[config.mk]
export PLATFORM = sky130hd
export DESIGN_NAME = cgol_decoder_flat
export DESIGN_NICKNAME = d
export VERILOG_FILES = /design/src/rtl/cgol_decoder_if.sv /design/src/rtl/cgol_decoder.sv /design/src/flat_wrapper.sv
export SDC_FILE = /design/constraint.sdc
export NUM_CORES = 1
export LEC_CHECK = 0
export BUFFER_PORTS_ARGS = -buffer_cell sky130_fd_sc_hd__buf_2
export CORE_AREA = 2 2 39 41
export CTS_BUF_LIST = sky130_fd_sc_hd__clkbuf_4
export DETAILED_ROUTE_END_ITERATION = 12
export DIE_AREA = 0 0 41 43
export PLACE_DENSITY = 0.49
export SYNTH_ARGS = -nofsm -noshare
export SYNTH_HDL_FRONTEND = slang
export SYNTH_SLANG_ARGS = --single-unit
export TNS_END_PERCENT = 30
[constraint.sdc]
create_clock -name ph1 -period 6.1 [get_ports ph1]
set_input_delay 0 -clock ph1 [delete_from_list [all_inputs] [get_ports ph1]]
set_output_delay 0 -clock ph1 [all_outputs]
set_load 0.1 [all_outputs]
[src/rtl/cgol_decoder_if.sv]
// Per-cell neighbourhood bus: cell and neighbour states in, next-state results out.
// The decoder is the slave; the array (or bench) driving the states is the master.
interface cgol_decoder_if;
  logic       en;
  logic       center;
  logic [7:0] sides;
  logic       nexton;
  logic [3:0] count;
  logic       nexton_q;

  modport master (
    output en,
    output center,
    output sides,
    input  nexton,
    input  count,
    input  nexton_q
  );

  modport slave (
    input  en,
    input  center,
    input  sides,
    output nexton,
    output count,
    output nexton_q
  );
endinterface

[src/rtl/cgol_decoder.sv]
// Game of Life next-state rule for one cell: combinational nexton/count, plus a registered
// copy nexton_q (1 cycle, loads when en=1). There is no backpressure; en only gates the register.
module cgol_decoder #(
  parameter logic [8:0] BIRTH_MASK   = 9'b0_0000_1000,
  parameter logic [8:0] SURVIVE_MASK = 9'b0_0000_1100
) (
  input  logic           ph1,
  input  logic           resetb,
  cgol_decoder_if.slave  bus
);

  logic [3:0] count_sum;
  logic       next_live;
  logic       state_d;
  logic       state_q;

  always_comb begin
    count_sum = 4'd0;
    for (int i = 0; i < 8; i++) begin
      count_sum = count_sum + {3'b000, bus.sides[i]};
    end
  end

  // count never exceeds 8, so the mask index is always in range.
  always_comb begin
    next_live = bus.center ? SURVIVE_MASK[count_sum] : BIRTH_MASK[count_sum];
  end

  always_comb begin
    state_d = state_q;
    if (bus.en) begin
      state_d = next_live;
    end
  end

  always_ff @(posedge ph1 or negedge resetb) begin
    if (!resetb) begin
      state_q <= 1'b0;
    end else begin
      state_q <= state_d;
    end
  end

  assign bus.count    = count_sum;
  assign bus.nexton   = next_live;
  assign bus.nexton_q = state_q;

endmodule

[src/flat_wrapper.sv]
// flat-port wrapper written by rule: the top's interface ports become plain ports
module cgol_decoder_flat 
#(
  parameter logic [8:0] BIRTH_MASK   = 9'b0_0000_1000,
  parameter logic [8:0] SURVIVE_MASK = 9'b0_0000_1100
)
  (ph1, resetb, bus_en, bus_center, bus_sides, bus_nexton, bus_count, bus_nexton_q);
  cgol_decoder_if bus_i ();
  input  logic ph1;
  input  logic resetb;
  input wire logic [$bits(bus_i.en)-1:0] bus_en;
  input wire logic [$bits(bus_i.center)-1:0] bus_center;
  input wire logic [$bits(bus_i.sides)-1:0] bus_sides;
  output wire logic [$bits(bus_i.nexton)-1:0] bus_nexton;
  output wire logic [$bits(bus_i.count)-1:0] bus_count;
  output wire logic [$bits(bus_i.nexton_q)-1:0] bus_nexton_q;
  assign bus_i.en = bus_en;
  assign bus_i.center = bus_center;
  assign bus_i.sides = bus_sides;
  assign bus_nexton = bus_i.nexton;
  assign bus_count = bus_i.count;
  assign bus_nexton_q = bus_i.nexton_q;
  cgol_decoder #(.BIRTH_MASK(BIRTH_MASK), .SURVIVE_MASK(SURVIVE_MASK)) u_core (.ph1(ph1), .resetb(resetb), .bus(bus_i));
endmodule
Word-level counts from Yosys, hierarchy flattened
Memory sizes are Yosys's and may differ from the RTL's. Index checks and enable logic that the tools add are counted.

Output and inout port bits: 6. Memories: 2. Flip-flop bits (word level): 1. Memory bits (read-only): 32.

Memories: (name not given) (depth 16, width 1, rd ports 1, clocked after memory_dff 0, write ports 0, RTL line cgol_decoder.sv:26) `next_live = bus.center ? SURVIVE_MASK[count_sum] : BIRTH_MASK[count_sum];`; (name not given) (depth 16, width 1, rd ports 1, clocked after memory_dff 0, write ports 0, RTL line cgol_decoder.sv:26).

Add/subtract/negate cells: 7. Muxes and demuxes: 3. $lt $le $gt $ge: 1.

Operators with widths (count): 4-bit by 1-bit adder with 4-bit output (6); 4-bit by 5-bit less-than comparator with 1-bit output, second input constant (1); 1-bit two-way mux (3); 1-bit by 1-bit adder with 2-bit output (1).

Depth between registers and ports, before layout
Depth after elaboration: 10. Mapped depth: 10.

Worst setup path before layout
No wires, ideal clock.

Kind: input port to output port. Start: input port bus_sides[0]. End: output port bus_nexton. Path buffers: 0. Required time: 6.100 ns. Arrival: 4.158 ns. Stages: 9. Setup slack: 1.942 ns. Path through: ha_1 > inv_1 > fa_1 > fa_1 > fa_1 > fa_1 > inv_1 > o21ai_0 > nor2_1.

Longest elaborated chain between the ends: 10.

RTL lines: start, declared (RTL line flat_wrapper.sv:13) `input wire logic [$bits(bus_i.sides)-1:0] bus_sides;`; 1-bit by 1-bit adder with 2-bit output * (RTL line cgol_decoder.sv:20) `count_sum = count_sum + {3'b000, bus.sides[i]};`; 4-bit by 1-bit adder with 4-bit output * (6 in series) (RTL line cgol_decoder.sv:20); named net bus_count[1] (RTL line flat_wrapper.sv:15) `output wire logic [$bits(bus_i.count)-1:0] bus_count;`; memory 16 x 1 bit; 1-bit two-way mux (not written as such) (RTL line cgol_decoder.sv:26); 1-bit two-way mux * (RTL line cgol_decoder.sv:26); end, declared (RTL line flat_wrapper.sv:14) `output wire logic [$bits(bus_i.nexton)-1:0] bus_nexton;`.

Mark *: on every way through the listed nets, which the timed path passes. The rest lies on a longest branch. The select of a mux whose other input is x is not followed.

Final worst setup path
Start: input port bus_sides[0]. End: output port bus_nexton.

Longest elaborated chain between the ends: 10.

RTL lines (RTL line): 1-bit by 1-bit adder with 2-bit output * (cgol_decoder.sv:20); 4-bit by 1-bit adder with 4-bit output * (6 in series) (cgol_decoder.sv:20); memory 16 x 1 bit; 1-bit two-way mux (not written as such) (cgol_decoder.sv:26); 1-bit two-way mux * (cgol_decoder.sv:26).

Every way passes the cells marked *; elsewhere a longest branch is shown, timed or not. The select of a mux whose other input is x is not followed.

==> results.toml <==
[critical_path]
critPathRequiredTime_ps = 6100
arrival_ps = 3110
cp_max_fo = 2
critPathKind = "input pin to output port"
ff2ff_setup_slack_ps = 5460
endpoint_kind = "output port"
worstSetupStartpointType = "input pin"

[timing]
finalSetupTns_ps = 0
whs_ps = 220
timing.fmax_mhz = 321
rsz0062_at_grt = "false"
fin_crit_sh = 0.511
tightestPinTransition_ps = 484
slew-limit-headroom = 0.679
final_max_slew_viol_count = 0
finalCriticalPeriod_ps = 3110
clock_skew_ps = 0
finalHoldViolCount = 0
setup-violations-final = 0

[route]
first_pass_iters = 4
drc_errors = 0
post_drt_wl_per_cell_um = 7.60
vias_per_cell = 3.94
routed_wl_um = 494
drt.antenna.violating_nets = 0
initialDrtViolationCount = 1
vias = 256

[synthesis]
synth.net_count = 50
yosysWarnings = 0
synth_top_area_frac = 0.303
ys_ff_latch = 1
yosysUniqueCellTypes = 14
syn_area_um2 = 264
seq_area_frac_synth = 0.0948
syn_inst = 31
synth_area_leaders = "fa_1, inv_1, ha_1"
synth_area_per_cell_um2 = 8.52
yosysTopAreaCell = "fa_1"

[layout]
area_growth_pct = 43.6
drive_above_1_share = 0.388
finish.instance_area_um2 = 379
fin_util = 0.274
largest_reg_flops = 1
final_common_cell = "buf_2"
final_cell_mix = "buf_2, inv_1, fa_1, ha_1"
stdcell_count = 65
num_antenna_cells = 0
nNetsFinal = 70

[pwr]
irDropWorstVdd_mv = 0.127
power_density_mw_per_mm2 = 421
p_leak_nw = 0.229

[floorplanning]
die_x_um = 41
num_io_pins = 18
die_area_mm2 = 0.00176
rows = 14
core_region_area_mm2 = 0.00138
initial_core_util = 0.191
die_y_um = 43

[placement]
gp_congestion = 0.633
port-buffer-count = 17
post_dp_cell_area_um2 = 369
dp_hpwl_um = 487
dp.cells = 64

[grt]
overflow = 0
antenna_found_initial = 0
grt_use_total = 0.0645
grt_pass1_wl_um = 855
grt_pass1_vias = 237
grt_max_degree = 4

[min_path]
hold_path_class = "input pin to flop"

[clock_network]
clock_latency_ps = 0
path_clk_slew_ps = 0

[flow_run]
maxCapViolCount = 0

[status]
status = "complete, no violations"
==> kinds of logic (layout without fill, tap and decap cells) <==
kind of cell | after synthesis | after routing | share of synthesized area
compound gates | 5 | 5 | 0.156
fa+ha+maj | 7 | 7 | 0.446
buf+inv | 13 | 31 | 0.185
flops | 1 | 1 | 0.0948
simple gates | 5 | 5 | 0.119
==> cell usage after synthesis <==
cell type and instances:
and2_2 1, dfrtp_1 1, fa_1 4, ha_1 3
inv_1 13, nand2b_1 1, nor2_1 1, nor2b_1 1
o211ai_1 1, o21a_1 1, o21ai_0 1, o22ai_2 1
o31a_1 1, or2b_1 1
==> critical path, cell delays in order <==
cell	delay [ps]
buf_2	100
ha_1	260
inv_1	50
fa_1	490
fa_1	420
fa_1	420
fa_1	390
nand2b_1	160
o31a_1	310
nor2_1	90
buf_2	430
==> layout make-up <==
cell class / count / area (um^2)
timing repair buffer: 18 / 95.1
fill: 157 / 1000
sequential: 1 / 25.0
tap: 16 / 20.0
inverter: 13 / 48.8
multi-input combinational: 17 / 190
==> power breakdown <==
| part | internal, W | total [W] | leakage (nW) | switching [W] |
|---|---|---|---|---|
| clock network | 0 | 0 | 0 | 0 |
| registers | 0.00000878 | 0.00000966 | 0.0133 | 0.000000877 |
| logic | 0.0000295 | 0.000150 | 0.216 | 0.000120 |
| total | 0.0000383 | 0.000160 | 0.229 | 0.000121 |
==> timing repair <==
| item | CTS | global route |
|---|---|---|
| resized for setup | 0 | 0 |
| setup buffers | 0 | 0 |
| hold buffers | 1 | 0 |
| hold endpoints to repair | 1 | 0 |
| setup endpoints to repair | 0 | 0 |
==> through the flow <==
step | setup slack, ps | power (W)
floorplan | 1940 | 0.000139
global placement | 2990 | 0.000159
detailed placement | 2960 | 0.000161
CTS | 2950 | 0.000162
global route | 2840 | 0.000172
finish | 2990 | 0.000160
==> worst paths after layout <==
path	cells past startpoint	start	endpoint
worst max-delay path	11	bus_sides[0]	bus_nexton
worst min-delay path	2	bus_en	u_core.bus.nexton_q
worst max register to register	2	u_core.bus.nexton_q	u_core.bus.nexton_q
worst min register to register	2	u_core.bus.nexton_q	u_core.bus.nexton_q
max in group asynchronous	2	resetb	u_core.bus.nexton_q
min in group asynchronous	2	resetb	u_core.bus.nexton_q
==> metal layers <==
metal  up-vias  GRT usage  part of all wire
met3         0          0              0.13
met5         -          0                 0
met1       116     0.0877              0.35
met4         0          0                 0
li1        128          -                 -
met2        12      0.116              0.52
Note: power is estimated with default switching activity, not from simulation.
